--- config.mk ---
export PLATFORM = sky130hd
export DESIGN_NAME = alu_op_sequencer
export DESIGN_NICKNAME = d
export VERILOG_FILES = /design/src/rtl/alu_op_sequencer.sv
export SDC_FILE = /design/constraint.sdc
export NUM_CORES = 1
export LEC_CHECK = 0
export BUFFER_PORTS_ARGS = -buffer_cell sky130_fd_sc_hd__buf_2
export CAP_MARGIN = 20
export CORE_MARGIN = 1
export CORE_UTILIZATION = 45
export CTS_CLUSTER_DIAMETER = 60
export CTS_CLUSTER_SIZE = 28
export DETAILED_ROUTE_END_ITERATION = 6
export PLACE_DENSITY = 0.66
export SLEW_MARGIN = 20
export SYNTH_ARGS = -nofsm -noshare
export SYNTH_HDL_FRONTEND = slang
export SYNTH_SLANG_ARGS = --single-unit
--- constraint.sdc ---
create_clock -name clk -period 5.19 [get_ports clk]
set_input_delay 0.2595 -clock clk [delete_from_list [all_inputs] [get_ports clk]]
set_output_delay 0.2595 -clock clk [all_outputs]
set_load 0.05 [all_outputs]
--- src/rtl/alu_op_sequencer.sv ---
// -----------------------------------------------------------------------------
// alu_op_sequencer
//
// Initiator side of the mux/ALU operand interface. Commands are queued in a
// small in-order FIFO. Each command is driven onto the combinational mux/ALU
// datapath (dp_*), held for SETTLE_CYCLES cycles, and then dp_result is
// sampled. Every result is returned in order on a valid/ready response port,
// tagged with a wrapping issue index.
//
// Optional feature: define RESULT_CHECK_EN to add an internal result checker
// and the sticky chk_err output. Without it, that port and its logic are absent.
//
// Ports:
//   clk, rst                  clock (rising edge), synchronous active-high reset
//   cmd_valid/cmd_ready       command handshake; cmd_ready = FIFO not full
//   cmd_op[1:0]               {x, sel}: 0x -> a|b, 10 -> a&b, 11 -> pass a
//   cmd_a, cmd_b [7:0]        operands
//   dp_x, dp_sel, dp_a, dp_b  operands driven onto the datapath
//   dp_result [7:0]           combinational datapath result
//   rsp_valid/rsp_ready       response handshake
//   rsp_data [7:0]            sampled result
//   rsp_tag [TAG_W-1:0]       issue index of this response
//   busy                      FSM not idle or FIFO not empty
//   chk_err                   sticky result-mismatch flag (RESULT_CHECK_EN only)
// -----------------------------------------------------------------------------
module alu_op_sequencer #(
  parameter int FIFO_DEPTH    = 4,
  parameter int TAG_W         = 4,
  parameter int SETTLE_CYCLES = 1
) (
  input  logic             clk,
  input  logic             rst,
  input  logic             cmd_valid,
  output logic             cmd_ready,
  input  logic [1:0]       cmd_op,
  input  logic [7:0]       cmd_a,
  input  logic [7:0]       cmd_b,
  output logic             dp_x,
  output logic             dp_sel,
  output logic [7:0]       dp_a,
  output logic [7:0]       dp_b,
  input  logic [7:0]       dp_result,
  output logic             rsp_valid,
  input  logic             rsp_ready,
  output logic [7:0]       rsp_data,
  output logic [TAG_W-1:0] rsp_tag,
  output logic             busy
`ifdef RESULT_CHECK_EN
  ,
  output logic             chk_err
`endif
);

  localparam int PTR_W = $clog2(FIFO_DEPTH);
  localparam int CNT_W = PTR_W + 1;
  localparam logic [CNT_W-1:0] DEPTH_C     = CNT_W'(FIFO_DEPTH);
  localparam logic [3:0]       SETTLE_INIT = 4'(SETTLE_CYCLES - 1);

  typedef enum logic [1:0] {
    S_IDLE,
    S_DRIVE,
    S_RESP
  } state_t;

  // FIFO entry layout: {op[1:0], a[7:0], b[7:0]}
  logic [17:0]      mem_q [FIFO_DEPTH];
  logic [PTR_W-1:0] wr_ptr_q, wr_ptr_d;
  logic [PTR_W-1:0] rd_ptr_q, rd_ptr_d;
  logic [CNT_W-1:0] count_q, count_d;
  logic             cmd_ready_q, cmd_ready_d;

  state_t           state_q, state_d;
  logic [3:0]       settle_q, settle_d;
  logic [TAG_W-1:0] tag_q, tag_d;

  logic             dp_x_q, dp_x_d;
  logic             dp_sel_q, dp_sel_d;
  logic [7:0]       dp_a_q, dp_a_d;
  logic [7:0]       dp_b_q, dp_b_d;

  logic             rsp_valid_q, rsp_valid_d;
  logic [7:0]       rsp_data_q, rsp_data_d;
  logic [TAG_W-1:0] rsp_tag_q, rsp_tag_d;

  logic             push;
  logic             pop;
  logic             sample;
  logic [17:0]      head;

  // Next-state: FIFO bookkeeping and the IDLE/DRIVE/RESP sequencer
  always_comb begin
    push        = cmd_valid && cmd_ready_q;
    pop         = 1'b0;
    sample      = 1'b0;
    head        = mem_q[rd_ptr_q];
    state_d     = state_q;
    settle_d    = settle_q;
    tag_d       = tag_q;
    dp_x_d      = dp_x_q;
    dp_sel_d    = dp_sel_q;
    dp_a_d      = dp_a_q;
    dp_b_d      = dp_b_q;
    rsp_valid_d = rsp_valid_q;
    rsp_data_d  = rsp_data_q;
    rsp_tag_d   = rsp_tag_q;

    case (state_q)
      S_IDLE: begin
        if (count_q != '0) begin
          pop     = 1'b1;
          state_d = S_DRIVE;
        end
      end
      S_DRIVE: begin
        if (settle_q == 4'd0) begin
          sample      = 1'b1;
          rsp_data_d  = dp_result;
          rsp_tag_d   = tag_q;
          tag_d       = tag_q + TAG_W'(1);
          rsp_valid_d = 1'b1;
          state_d     = S_RESP;
        end else begin
          settle_d = settle_q - 4'd1;
        end
      end
      S_RESP: begin
        if (rsp_ready) begin
          rsp_valid_d = 1'b0;
          // Chain straight into the next command to avoid an IDLE bubble
          if (count_q != '0) begin
            pop     = 1'b1;
            state_d = S_DRIVE;
          end else begin
            state_d = S_IDLE;
          end
        end
      end
      default: state_d = S_IDLE;
    endcase

    if (pop) begin
      dp_x_d   = head[17];
      dp_sel_d = head[16];
      dp_a_d   = head[15:8];
      dp_b_d   = head[7:0];
      settle_d = SETTLE_INIT;
    end

    wr_ptr_d = wr_ptr_q + PTR_W'(push);
    rd_ptr_d = rd_ptr_q + PTR_W'(pop);
    count_d  = count_q + CNT_W'(push) - CNT_W'(pop);
    // Registered from the post-update count, so a pop from a full FIFO only
    // reopens cmd_ready on the following cycle.
    cmd_ready_d = (count_d != DEPTH_C);
  end

  // Stage boundary: control and datapath-facing registers
  always_ff @(posedge clk) begin
    if (rst) begin
      wr_ptr_q    <= '0;
      rd_ptr_q    <= '0;
      count_q     <= '0;
      cmd_ready_q <= 1'b0;
      state_q     <= S_IDLE;
      settle_q    <= '0;
      tag_q       <= '0;
      dp_x_q      <= 1'b0;
      dp_sel_q    <= 1'b0;
      dp_a_q      <= '0;
      dp_b_q      <= '0;
      rsp_valid_q <= 1'b0;
      rsp_data_q  <= '0;
      rsp_tag_q   <= '0;
    end else begin
      wr_ptr_q    <= wr_ptr_d;
      rd_ptr_q    <= rd_ptr_d;
      count_q     <= count_d;
      cmd_ready_q <= cmd_ready_d;
      state_q     <= state_d;
      settle_q    <= settle_d;
      tag_q       <= tag_d;
      dp_x_q      <= dp_x_d;
      dp_sel_q    <= dp_sel_d;
      dp_a_q      <= dp_a_d;
      dp_b_q      <= dp_b_d;
      rsp_valid_q <= rsp_valid_d;
      rsp_data_q  <= rsp_data_d;
      rsp_tag_q   <= rsp_tag_d;
    end
  end

  // Stage boundary: FIFO storage (pointers reset, contents need not)
  always_ff @(posedge clk) begin
    if (push) begin
      mem_q[wr_ptr_q] <= {cmd_op, cmd_a, cmd_b};
    end
  end

`ifdef RESULT_CHECK_EN
  function automatic logic [7:0] expected_result(input logic x, input logic sel,
                                                 input logic [7:0] a, input logic [7:0] b);
    logic [7:0] r;
    if (!x)       r = a | b;
    else if (!sel) r = a & b;
    else          r = a;
    return r;
  endfunction

  logic chk_err_q, chk_err_d;

  // Compared on the edge that enters RESP, against the same dp_result value
  // that is captured into rsp_data.
  always_comb begin
    chk_err_d = chk_err_q;
    if (sample && (dp_result != expected_result(dp_x_q, dp_sel_q, dp_a_q, dp_b_q))) begin
      chk_err_d = 1'b1;
    end
  end

  // Stage boundary: sticky checker flag
  always_ff @(posedge clk) begin
    if (rst) chk_err_q <= 1'b0;
    else     chk_err_q <= chk_err_d;
  end

  assign chk_err = chk_err_q;
`endif

  assign cmd_ready = cmd_ready_q;
  assign dp_x      = dp_x_q;
  assign dp_sel    = dp_sel_q;
  assign dp_a      = dp_a_q;
  assign dp_b      = dp_b_q;
  assign rsp_valid = rsp_valid_q;
  assign rsp_data  = rsp_data_q;
  assign rsp_tag   = rsp_tag_q;
  assign busy      = (state_q != S_IDLE) || (count_q != '0);

endmodule

# [Word level (Yosys, flattened, before mapping)]
# Memories as Yosys holds them, arrays and structs flattened. A register that Yosys moved wholly into a read port is not among the register bits.
# Index checks and enable logic that the tools add are counted.
[word_totals] romBits=0 output_inout_bits=33 wordCells=49 latch_bits=0 memories=1 ram_bits=72 register_bits=31
[classes] bitwise=1 n_mux=13 order_cmp=0 n_div=0 shift=0 n_reduce_logical=12 n_addsub=6 n_eq_ne=6 multipliers=0
[mem_list] name="mem_q" depth=4 width=18 rd=1 rd_clocked_by_memory_dff=1 wr=1 line_no="66" source="logic [17:0] mem_q [FIFO_DEPTH];"
[op_table] cell="2-to-1 mux 1 bit" count=7
[op_table] cell="2-to-1 mux 2 bit" count=3
[op_table] cell="inequality test 2 bit, second input constant" count=3
[op_table] cell="one-hot mux 2 bit (3 select lines)" count=1
[op_table] cell="AND reduction 3 bit" count=2
[op_table] cell="adder 2 x 1 -> 2 bit" count=2
[op_table] cell="adder 4 x 1 -> 4 bit, second input constant" count=1
[op_table] cell="logical NOT 4 bit" count=1
[op_table] cell="one-hot mux 1 bit (2 select lines)" count=2
[op_table] cell="AND reduction 2 bit" count=2
[op_table] cell="nonzero test 2 bit" count=2
[op_table] cell="subtractor 4 x 1 -> 4 bit, second input constant" count=1
[op_table] cell="adder 3 x 1 -> 3 bit" count=1
[op_table] cell="inequality test 3 bit, second input constant" count=1
[op_table] cell="nonzero test 3 bit" count=1
[op_table] cell="subtractor 3 x 1 -> 3 bit" count=1
[op_table] cell="== test 2 x 1 -> 1 bit, second input constant" count=1
[op_table] cell="== test 2 bit, second input constant" count=1
[op_table] cell="logical NOT 2 bit" count=1
[op_table] cell="OR reduction 2 bit" count=1
[op_table] cell="logical AND 1 bit" count=1
[op_table] cell="logical OR 1 bit" count=1
[op_table] cell="inverter 1 bit" count=1

# [Longest topological paths before layout]
# Gate-level depths: netlist (run 1).
[depth] depth_word=6 mapped_depth=9 depth_no_buf=8

# [Least setup slack after synthesis (run 1)]
# OpenSTA, ideal clock, no wires.
[synth_timing] path_kind="register to register" start="reg cmd_ready_q, in the netlist cmd_ready" end="mem mem_q[1][0], enable pin" n_path_buf=0 setup_time_ps=420 path_slack_ps=2471 arrival_ps=2299 stages_incl_launch_ff=3 required_time_ps=4770 path_cell_list="dfxtp_1 -> nand2_1 -> nor3b_1"
[synth_between] elab_chain_cells=3
[synth_lines] item="from (decl)" line_no="70" source="logic cmd_ready_q, cmd_ready_d;"
[synth_lines] item="from (signal assigned)" line_no="178" source="cmd_ready_q <= cmd_ready_d;"
[synth_lines] item="logical AND 1 bit" line_no="92" source="push = cmd_valid && cmd_ready_q;"
[synth_lines] item="2-to-1 mux 1 bit" line_no="194" source="if (push) begin"
[synth_lines] item="2-to-1 mux 1 bit (not written as such)" line_no="195" source="mem_q[wr_ptr_q] <= {cmd_op, cmd_a, cmd_b};"
[synth_lines] item="to (decl)" line_no="66"
# No other way between the ends.

# [Worst setup path in the final report (run 1)]
[layout_timing] start="reg state_q[0]" end="reg cmd_ready_q, in the netlist cmd_ready"
[layout_between] elab_chain_cells=4
[layout_lines] item="from (decl)" line_no="72" source="state_t state_q, state_d;"
[layout_lines] item="from (signal assigned)" line_no="179" source="state_q <= state_d;"
[layout_lines] item="== test 2 bit / logical NOT 2 bit (equally long branches)" line_no="107" source="case (state_q)"
[layout_lines] item="one-hot mux 1 bit (2 select lines) *" line_no="107"
[layout_lines] item="subtractor 3 x 1 -> 3 bit *" line_no="151" source="count_d = count_q + CNT_W'(push) - CNT_W'(pop);"
[layout_lines] item="inequality test 3 bit *" line_no="154" source="cmd_ready_d = (count_d != DEPTH_C);"
# Mark *: on every way between the ends. The rest lies on a longest branch, timed or not.
# A chain may end at the register's enable or synchronous reset.

==> impl_metrics.py, run 1 <==
metrics = {
    "timing": {
        "rsz0062_at_grt": "false",
        "fin_crit_sh_pct": 49.9,
        "hold_viol": 0,
        "setup_tns_ps": 0,
        "fin_crit_ps": 2590,
        "finClkSkew_ps": 8.51,
        "max_freq_mhz": 386,
        "setup_ws_ps": 2600,
        "slew_violations": 0,
        "setup_viol_count_final": 0,
        "worst-slew-pin-transition_ps": 1040,
        "maxSlewHeadroom_pct": 30.4,
    },
    "clocking": {
        "worstSkewPairLatency_ps": 510,
        "cts_sinks": 121,
        "cts_tree": "yes",
        "clockBufferDepth": 2,
        "clkTransAtPathRegs_ps": 60,
        "post_cts_resized": 0,
        "htreeDepth": 4,
        "root_buffer": "clkbuf_8",
        "cts_buffers": 17,
        "cts_setup_buffers": 0,
        "ctsHoldBuffers": 26,
    },
    "pwr": {
        "p_sw_share_pct": 38.1,
        "pwr-share-seq_pct": 37.2,
        "p_switching_mw": 1.36,
        "p_leak_nw": 2.20,
        "clkPwrFrac_pct": 31.0,
        "irDropWorstVdd_mv": 0.275,
        "power_density_nw_per_um2": 598,
        "pwr-share-comb_pct": 31.8,
        "p_int_mw": 2.22,
    },
    "place": {
        "gp_congestion": 0.768,
        "dp_slack_ps": 2620,
        "dpl-instance-area_um2": 5150,
        "port_buffers": 62,
        "dp_hpwl_um": 5620,
    },
    "drt": {
        "via_count": 3107,
        "viasPerCell": 5.43,
        "wl_per_cell_um": 17.1,
        "routed_wl_um": 9780,
        "dr_wl_met3_um": 370,
        "ant_nets": 0,
        "drtIter0Drc": 219,
        "highest_layer": "met4",
        "firstDrtPassIters": 5,
        "route.met2.wl_um": 5170,
        "drcViolationCount": 0,
        "m1WireLength_um": 4150,
    },
    "synth": {
        "synth_cells": 339,
        "ys_types": 32,
        "synthesis.nets": 375,
        "synth_top_cell_area_share_pct": 45.8,
        "synth_area_leaders": "edfxtp_1, dfxtp_1, mux4_2",
        "avgSynthCellArea_um2": 13.9,
        "yosys.area.top_type": "edfxtp_1",
        "ys_seq_area_share_pct": 66.6,
        "synth_area_um2": 4720,
        "yosysWarningCount": 0,
        "synth-seq-cells": 121,
    },
    "grt": {
        "grt_pass1_wl_um": 15600,
        "antenna_found_initial": 0,
        "grt_max_degree": 47,
        "grt.overflow.total": 0,
        "track_usage_pct": 19.0,
        "grt_pass1_vias": 3054,
    },
    "critical_path": {
        "r2r-start": "state_q[0]$_SDFFE_PP0P_",
        "required_ps": 5590,
        "timing_worst_setup_path_type": "reg2reg",
        "critPathArrivalTime_ps": 2990,
        "cp-start-kind": "flip-flop",
        "r2r_slack_ps": 2600,
        "r2r_end": "cmd_ready$_SDFF_PP0_",
        "reg2reg_depth": 7,
        "cp_max_fo": 28,
        "critical_path.endpoint_type": "flip-flop",
    },
    "floorplan": {
        "io-pin-count": 63,
        "core_area_um2": 10200,
        "die_area_um2": 10900,
        "die_w_um": 104,
        "start_util_pct": 46.1,
        "rows": 37,
        "die_h_um": 104,
    },
    "cells_and_area": {
        "fin_nets": 459,
        "stdcell_area_um2": 5990,
        "nFillCells": 790,
        "diodes": 0,
        "drive_above_1_share_pct": 28.7,
        "synthToLayoutAreaGrowth_pct": 27.0,
    },
    "outcome": {
        "status": "finished clean",
    },
    "hold_path": {
        "hold_depth": 4,
        "worstHoldStart": "rsp_ready",
        "min_to": "state_q[1]$_SDFFE_PP0P_",
        "hold_class": "in2reg",
    },
    "job": {
        "maxCapViolations": 0,
    },
}
## synthesized netlist by cell type
master    instances
buf_2             4
xnor2_1           4
nor3_1            3
edfxtp_1         72
nand4_1          19
fa_1              1
or3b_1            1
nand3b_1          2
nand3_1          17
nand2_1           4
o31ai_1          21
a21oi_1          39
xor2_1            1
dfxtp_1          49
nor2b_1           7
a211oi_1          1
clkbuf_1         23
o31a_1            1
nor3b_2           1
buf_1             2
and3_1            1
ha_1              5
nor3b_1           3
inv_1             7
or4_1             3
nor2_1            5
o21a_1            1
mux4_2           18
nand2b_1          2
o21ai_0          16
mux2_2            2
or3_1             4
## critical path: stages (launching register included)
cell	delay, ps
dfxtp_1	930
nor3_1	230
xnor2_1	180
ha_1	200
fa_1	390
xnor2_1	200
xnor2_1	110
o31a_1	230
## worst max-delay path by stage
stage,slack (ps),endpoint,startpoint,cells past startpoint
2_1_floorplan,2470,mem_q[1][0]$_DFFE_PP_,cmd_ready$_SDFF_PP0_,2
3_3_place_gp,2740,cmd_ready$_SDFF_PP0_,state_q[0]$_SDFFE_PP0P_,7
3_5_place_dp,2620,cmd_ready$_SDFF_PP0_,state_q[0]$_SDFFE_PP0P_,7
4_1_cts,2590,cmd_ready$_SDFF_PP0_,state_q[0]$_SDFFE_PP0P_,7
5_1_grt,2400,cmd_ready$_SDFF_PP0_,state_q[0]$_SDFFE_PP0P_,7
6_report,2600,cmd_ready$_SDFF_PP0_,state_q[0]$_SDFFE_PP0P_,7
## power groups by stage
| stage | Sequential [mW] | Combinational (mW) | Clock (mW) |
|---|---|---|---|
| final | 1.33 | 1.14 | 1.11 |
| after global routing | 1.35 | 1.23 | 1.17 |
| after CTS | 1.34 | 1.15 | 1.13 |
| after detailed placement | 1.35 | 1.13 | 0 |
| after global placement | 1.34 | 1.10 | 0 |
| after floorplan | 1.57 | 0.625 | 0 |
## layout make-up
class,count,area [um^2],share of cell area (%)
Sequential cell,121,3140,52.5
Tap cell,136,170,2.84
Inverter,7,26.3,0.439
Clock buffer,17,414,6.91
Clock inverter,15,153,2.55
Multi-Input combinational cell,182,1470,24.5
Timing Repair Buffer,94,619,10.3
## flip-flops by register name (all words and copies together), names as in the netlist
signal and count:
mem_q 72, dp_a 8, dp_b 8, rsp_data 8
rsp_tag 4, settle_q 4, tag_q 4, count_q 3
rd_ptr_q 2, state_q 2, wr_ptr_q 2, cmd_ready 1
dp_sel 1, dp_x 1, rsp_valid 1
## stage by stage
step | instances | hold WS [ps] | utilization, % | total power, mW
detailed placement | 513 | 458 | 50.4 | 2.48
CTS | 571 | 82.5 | 58.4 | 3.62
global placement | 513 | 448 | 50.4 | 2.45
finish | 572 | 113 | 58.6 | 3.58
floorplan | 339 | 358 | - | 2.19
global route | 572 | 105 | 58.6 | 3.75
## layer usage
layer  global-route usage, %  vias up
met5                       0        -
li1                        -     1492
met1                    22.6     1529
met3                    4.14        7
met2                    32.9       79
met4                    8.16        0
## kinds of logic (layout without fill, tap and decap cells)
logic type / count (synthesis) / count (layout) / share of synthesized area, %
flip-flops: 121 / 121 / 66.6
AO/OA/AOI/OAI: 79 / 79 / 9.68
AND/OR/NAND/NOR: 72 / 72 / 8.94
buffers and inverters: 36 / 133 / 2.97
multiplexers: 20 / 20 / 9.07
adder cells (fa/ha/maj): 6 / 6 / 1.75
XOR/XNOR: 5 / 5 / 0.929
## placed cells by master, fill, tap and decap left out, drive strengths merged, types with 18 or more instances in the layout
| cell type | count |
|---|---|
| o31ai | 21 |
| nand4 | 19 |
| a21oi | 39 |
| buf | 68 |
| mux4 | 18 |
| edfxtp | 72 |
| dlygate4sd3 | 26 |
| dfxtp | 49 |
Power figures use the tool's default switching activity.
==> run 2, diff against run 1 <==
--- a/config.mk
+++ b/config.mk
@@ -5,6 +5,7 @@
 export SDC_FILE = /design/constraint.sdc
 export NUM_CORES = 1
 export LEC_CHECK = 0
+export ABC_AREA = 1
 export BUFFER_PORTS_ARGS = -buffer_cell sky130_fd_sc_hd__buf_2
 export CAP_MARGIN = 20
 export CORE_MARGIN = 1
==> constraint.sdc (replaced) <==
create_clock -name clk -period 2.6 [get_ports clk]
set_input_delay 0.13 -clock clk [delete_from_list [all_inputs] [get_ports clk]]
set_output_delay 0.13 -clock clk [all_outputs]
set_load 0.05 [all_outputs]
==> run 2 against run 1 <==
Effect of this change:
- register-to-register slack worse by 1900 ps
- wire length fell by 1.6%
- synthesized cell count increased by 48%
- area after synthesis increased by 3.9%
- die area rose by 3.8%
- fmax grew 34%
- critical endpoint unchanged
- setup slack worse by 1900 ps
- global-route usage down 0.33 points
- first-iteration DRC count fell by 41%
- core utilization grew 0.46 points
- total power rose by 110%
==> impl_metrics.py, run 2 <==
metrics = {
    "outcome": {
        "status": "finished clean",
    },
    "clocking": {
        "clockBufferDepth": 2,
        "cts_sinks": 121,
        "root_buffer": "clkbuf_8",
        "htreeDepth": 4,
        "post_cts_resized": 0,
        "cts_buffers": 17,
        "cts_tree": "yes",
        "clkTransAtPathRegs_ps": 50,
        "worstSkewPairLatency_ps": 510,
    },
    "timing": {
        "slew_violations": 0,
        "setup_viol_count_final": 0,
        "rsz0062_at_grt": "false",
        "worst-slew-pin-transition_ps": 636,
        "hold_viol": 0,
        "fin_crit_sh_pct": 74.3,
        "maxSlewHeadroom_pct": 57.5,
        "max_freq_mhz": 518,
        "setup_tns_ps": 0,
        "fin_crit_ps": 1930,
        "setup_ws_ps": 668,
        "finClkSkew_ps": 11.1,
    },
    "drt": {
        "ant_nets": 0,
        "via_count": 3529,
        "viasPerCell": 4.71,
        "drcViolationCount": 0,
        "routed_wl_um": 9620,
        "wl_per_cell_um": 12.8,
        "firstDrtPassIters": 4,
        "drtIter0Drc": 130,
    },
    "pwr": {
        "clkPwrFrac_pct": 28.9,
        "p_leak_nw": 2.63,
        "p_sw_share_pct": 39.5,
        "pwr-share-comb_pct": 36.8,
        "p_int_mw": 4.60,
        "p_switching_mw": 3.00,
        "irDropWorstVdd_mv": 0.669,
        "pwr-share-seq_pct": 34.3,
        "power_density_nw_per_um2": 1230,
        "power_mw": 7.60,
    },
    "critical_path": {
        "path_buf_inv": 1,
        "crit_path_top_delay_cell": "fa_1",
        "cp_top_family": "adder cells",
        "cp-start-kind": "flip-flop",
        "cp_common_cell": "nand2_1",
        "critical_path.endpoint_type": "flip-flop",
        "timing_worst_setup_path_type": "reg2reg",
        "cp_max_fo": 4,
        "critPathArrivalTime_ps": 2320,
        "slowest_delay_ps": 430,
        "cp_cell_sequence": "inv_2 -> nand2_2 -> nand2_2 -> nand2_1 -> nand2_1 -> ha_1 -> fa_1 -> xnor2_1 -> nand2_1 -> nand2_1 -> a21oi_1",
        "required_ps": 2990,
    },
    "cells_and_area": {
        "drive_above_1_share_pct": 19.7,
        "nFillCells": 922,
        "diodes": 0,
        "stdcell_count": 749,
        "synthToLayoutAreaGrowth_pct": 26.0,
        "largest_reg_flops": 72,
        "regMostFlops": "mem_q",
        "most-common-layout-cells": "nand2_1, nor2_1, edfxtp_1",
        "stdcell_area_um2": 6170,
        "final_common_cell": "nand2_1",
        "fin_nets": 636,
    },
    "synth": {
        "yosysWarningCount": 0,
        "synth_area_um2": 4900,
        "synth.most_common_cell": "nand2_1",
        "synth_area_leaders": "edfxtp_1, dfxtp_1, nand2_1",
        "ys_types": 29,
        "synthFlopType": "edfxtp_1",
        "synthArstFlopShare_pct": 0,
        "avgSynthCellArea_um2": 9.74,
        "yosys.area.top_type": "edfxtp_1",
        "synth_common_cells": "nand2_1, nor2_1, edfxtp_1, dfxtp_1, inv_1",
        "synthesis.nets": 539,
        "ys_seq_area_share_pct": 64.1,
        "synth_top_cell_area_share_pct": 44.1,
        "synth_cells": 503,
        "synth_edf_count": 72,
        "synth-seq-cells": 121,
    },
    "grt": {
        "grt_max_degree": 40,
        "track_usage_pct": 18.6,
        "grt_pass1_vias": 3422,
        "antenna_found_initial": 0,
        "grt_pass1_wl_um": 15900,
        "grt.overflow.total": 0,
    },
    "floorplan": {
        "die_h_um": 106,
        "die_w_um": 106,
        "core_area_um2": 10500,
        "die_area_um2": 11300,
        "start_util_pct": 46.8,
        "io-pin-count": 63,
        "rows": 37,
    },
    "hold_path": {
        "hold_class": "in2reg",
    },
    "place": {
        "dpl-instance-area_um2": 5320,
        "placedCellCount": 688,
        "port_buffers": 62,
        "dp_slack_ps": 674,
        "dp_hpwl_um": 5750,
        "gp_congestion": 0.759,
    },
    "job": {
        "maxCapViolations": 0,
    },
}
[run 2: per-stage QoR]
stage / hold WS [ps] / util, %
finish: 292 / 59.0
floorplan: 192 / -
global placement: 344 / 50.8
CTS: 270 / 59.0
detailed placement: 346 / 50.8
global route: 346 / 59.0
[run 2: kinds of logic (layout without fill, tap and decap cells)]
family / Yosys count / in the layout / synth area share (%)
buffers and inverters: 61 / 171 / 5.87
adders and majority gates: 6 / 6 / 1.69
and+or+nand+nor: 248 / 248 / 20.8
AOI/OAI and AO/OA: 62 / 62 / 6.56
xor gates and xnor gates: 5 / 5 / 0.894
DFF: 121 / 121 / 64.1
[run 2: worst min-delay path: stages]
cell and delay [ps]:
buf_2 80, nand2_1 160, inv_1 130, ha_1 130, inv_1 30, nor2_1 90
[run 2: timing repair]
item	in CTS	in global routing
hold buffers	29	0
endpoints found under the hold margin	90	0
buffers inserted	0	0
endpoints found under the setup margin	0	0
[run 2: path summary, 6_finish.rpt]
check | to | from | cells past startpoint | slack, ps
worst max-delay path | cmd_ready$_SDFF_PP0_ | count_q[1]$_SDFF_PP0_ | 11 | 670
worst min-delay path | wr_ptr_q[0]$_SDFF_PP0_ | cmd_valid | 6 | 290
worst max register to register | cmd_ready$_SDFF_PP0_ | count_q[1]$_SDFF_PP0_ | 11 | 670
worst min register to register | rsp_tag[0]$_SDFFE_PP0P_ | rsp_tag[0]$_SDFFE_PP0P_ | 2 | 480
[run 2: power by group through the flow]
stage	combinational [mW]	clock (mW)	sequential [mW]
2_1_floorplan	1.44	0	3.41
3_3_place_gp	2.72	0	2.63
3_5_place_dp	2.77	0	2.64
4_1_cts	2.82	2.23	2.60
5_1_grt	3.09	2.32	2.64
6_report	2.80	2.20	2.60
[run 2: layout make-up]
| type | count | area, um^2 | area share (%) |
|---|---|---|---|
| repair buffers | 98 | 653 | 10.6 |
| multi-input cells | 321 | 1490 | 24.1 |
| clock inverters | 8 | 93.8 | 1.52 |
| well taps | 136 | 170 | 2.76 |
| clock buffers | 24 | 472 | 7.64 |
| inverters | 41 | 154 | 2.49 |
| flip-flops and latches | 121 | 3140 | 50.9 |
[run 2: routing by layer]
layer  GRT usage (%)  wire length [um]
met4            10.5               272
met2            31.6              4710
met5               0                 0
met1            21.4              4190
met3            4.66               445
==> run 3, diff against run 2 <==
--- a/config.mk
+++ b/config.mk
@@ -5,7 +5,7 @@
 export SDC_FILE = /design/constraint.sdc
 export NUM_CORES = 1
 export LEC_CHECK = 0
-export ABC_AREA = 1
+export ABC_AREA = 0
 export BUFFER_PORTS_ARGS = -buffer_cell sky130_fd_sc_hd__buf_2
 export CAP_MARGIN = 20
 export CORE_MARGIN = 1
@@ -13,7 +13,7 @@
 export CTS_CLUSTER_DIAMETER = 60
 export CTS_CLUSTER_SIZE = 28
 export DETAILED_ROUTE_END_ITERATION = 6
-export PLACE_DENSITY = 0.66
+export PLACE_DENSITY = 0.68
 export SLEW_MARGIN = 20
 export SYNTH_ARGS = -nofsm -noshare
 export SYNTH_HDL_FRONTEND = slang
==> constraint.sdc (replaced) <==
create_clock -name clk -period 1.68 [get_ports clk]
set_input_delay 0.084 -clock clk [delete_from_list [all_inputs] [get_ports clk]]
set_output_delay 0.084 -clock clk [all_outputs]
set_load 0.05 [all_outputs]
==> run 3 against run 2 <==
Effect of this change:
- the flow now finishes with violations (setup timing)
- critical path depth shrank 3
- fmax shrank 2.2%
- flip-flop and latch count is the same
- combinational power grew 55%
- sequential power grew 51%
- final cell count shrank 19%
- first-iteration DRC count grew 45%
- clock power grew 50%
- die area shrank 3.7%
- wire length grew 3.5%
- largest cell class unchanged
- largest power group unchanged
==> impl_metrics.py, run 3 (synthesis gave the netlist of run 1 again) <==
metrics = {
    "timing": {
        "rsz0062_at_grt": "true",
        "fin_crit_ps": 1970,
        "fin_hold_ws_ps": 186,
        "finClkSkew_ps": 5.73,
        "max_freq_mhz": 507,
        "slew_violations": 0,
        "setup_viol_count_final": 4,
        "maxSlewHeadroom_pct": 65.2,
        "worst-slew-pin-transition_ps": 517,
        "hold_viol": 0,
        "setup_ws_ps": -294,
        "fin_crit_sh_pct": 118,
    },
    "pwr": {
        "p_int_mw": 7.29,
        "pwr-share-seq_pct": 34.0,
        "p_sw_share_pct": 36.9,
        "p_leak_nw": 2.34,
        "pwr-share-comb_pct": 37.5,
        "irDropWorstVdd_mv": 0.769,
        "p_switching_mw": 4.26,
        "clkPwrFrac_pct": 28.5,
        "power_density_nw_per_um2": 1830,
    },
    "cells_and_area": {
        "most-common-layout-cells": "edfxtp_1, buf_2, dfxtp_1",
        "stdcell_count": 603,
        "synthToLayoutAreaGrowth_pct": 33.7,
        "seqCellArea_um2": 3150,
        "diodes": 0,
        "nFillCells": 757,
        "stdcell_area_um2": 6300,
        "final_common_cell": "edfxtp_1",
        "multi_input_comb_area_um2": 1520,
        "drive_above_1_share_pct": 36.0,
        "largest_reg_flops": 72,
        "fin_nets": 490,
        "postLayoutCoreUtil_pct": 61.6,
        "regMostFlops": "mem_q",
    },
    "floorplan": {
        "rows": 37,
        "start_util_pct": 46.1,
        "io-pin-count": 63,
        "die_area_um2": 10900,
        "die_h_um": 104,
        "die_w_um": 104,
        "core_area_um2": 10200,
    },
    "critical_path": {
        "timing_worst_setup_path_type": "reg2reg",
        "r2r-start": "count_q[0]$_SDFF_PP0_",
        "critPathArrivalTime_ps": 2370,
        "critical_path.endpoint_type": "flip-flop",
        "crit_path_top_delay_cell": "fa_2",
        "cp_max_fo": 2,
        "slowest_delay_ps": 370,
        "cp-start-kind": "flip-flop",
        "reg2reg_depth": 8,
        "cp_cell_sequence": "nor3_4 -> nor3_4 -> xnor2_1 -> ha_2 -> fa_2 -> xnor2_2 -> xnor2_1 -> o31a_1",
        "required_ps": 2070,
        "r2r_slack_ps": -290,
        "r2r_end": "cmd_ready$_SDFF_PP0_",
    },
    "grt": {
        "grt.overflow.total": 0,
        "grt_pass1_vias": 3265,
        "antenna_found_initial": 0,
        "track_usage_pct": 19.6,
        "grt_pass1_wl_um": 16300,
        "grt_max_degree": 28,
    },
    "place": {
        "port_buffers": 62,
        "dp_hpwl_um": 6320,
        "dp_slack_ps": -286,
        "placedCellCount": 541,
        "gp_congestion": 0.779,
        "dpl-instance-area_um2": 5430,
    },
    "drt": {
        "routed_wl_um": 9950,
        "drtIter0Drc": 189,
        "viasPerCell": 5.36,
        "ant_nets": 0,
        "firstDrtPassIters": 4,
        "via_count": 3230,
        "drcViolationCount": 0,
        "wl_per_cell_um": 16.5,
    },
    "clocking": {
        "worstSkewPairLatency_ps": 510,
        "root_buffer": "clkbuf_8",
        "htreeDepth": 4,
        "clkTransAtPathRegs_ps": 60,
        "clockBufferDepth": 2,
        "cts_buffers": 17,
        "cts_tree": "yes",
        "cts_sinks": 121,
    },
    "hold_path": {
        "worstHoldStart": "rsp_ready",
        "hold_class": "in2reg",
        "min_to": "state_q[0]$_SDFFE_PP0P_",
        "hold_depth": 5,
    },
    "outcome": {
        "violations": "setup timing",
        "status": "complete, but fails checks",
    },
    "job": {
        "maxCapViolations": 0,
    },
}
==> run 3: how the worst max path moves through the flow <==
stage | from | endpoint | slack, ps | depth (start not counted)
floorplan | count_q[1]$_SDFF_PP0_ | cmd_ready$_SDFF_PP0_ | -350 | 9
detailed placement | count_q[0]$_SDFF_PP0_ | cmd_ready$_SDFF_PP0_ | -290 | 8
global placement | count_q[0]$_SDFF_PP0_ | cmd_ready$_SDFF_PP0_ | -210 | 8
global route | count_q[0]$_SDFF_PP0_ | cmd_ready$_SDFF_PP0_ | -360 | 8
CTS | count_q[0]$_SDFF_PP0_ | cmd_ready$_SDFF_PP0_ | -310 | 8
finish | count_q[0]$_SDFF_PP0_ | cmd_ready$_SDFF_PP0_ | -290 | 8
==> run 3: repair_timing <==
action	CTS	global route
hold buffers	28	0
resized for setup	5	7
pin swaps	1	1
endpoints found under the hold margin	92	0
setup buffers	1	1
endpoints found under the setup margin	4	12
==> run 3: worst max-delay path: cells and delay by family, from the launching register on <==
kind                     cells  cell delay (ps)
AO/OA/AOI/OAI                1              240
XOR/XNOR                     3              430
adder cells (fa/ha/maj)      2              560
flip-flops                   1              330
AND/OR/NAND/NOR              2              300
==> run 3: metal layers <==
| layer | GRT usage (%) | wire [um] | up-vias |
|---|---|---|---|
| li1 | - | - | 1546 |
| met1 | 24.6 | 4500 | 1577 |
| met2 | 32.5 | 4900 | 94 |
| met3 | 5.39 | 409 | 13 |
| met4 | 6.84 | 136 | 0 |
| met5 | 0 | 0 | - |
==> run 3: layout make-up <==
type / instances / area share (%)
Inverter: 7 / 0.417
Multi-Input combinational cell: 182 / 24.1
Sequential cell: 121 / 49.9
Clock buffer: 18 / 6.63
Timing Repair Buffer: 125 / 14.2
Tap cell: 136 / 2.70
Clock inverter: 14 / 2.00
==> run 3: per-stage QoR <==
step	TNS [ps]	power, mW
after floorplan	-6070	6.94
after global placement	-283	7.99
after detailed placement	-501	8.11
after CTS	-864	11.6
after global routing	-1060	12.1
final	-819	11.6
==> run 3: power by group through the flow <==
stage	Combinational [mW]	Sequential, mW	Clock, mW
2_1_floorplan	2.07	4.88	0
3_3_place_gp	4.04	3.96	0
3_5_place_dp	4.12	3.98	0
4_1_cts	4.30	3.93	3.34
5_1_grt	4.64	3.99	3.49
6_report	4.34	3.93	3.29
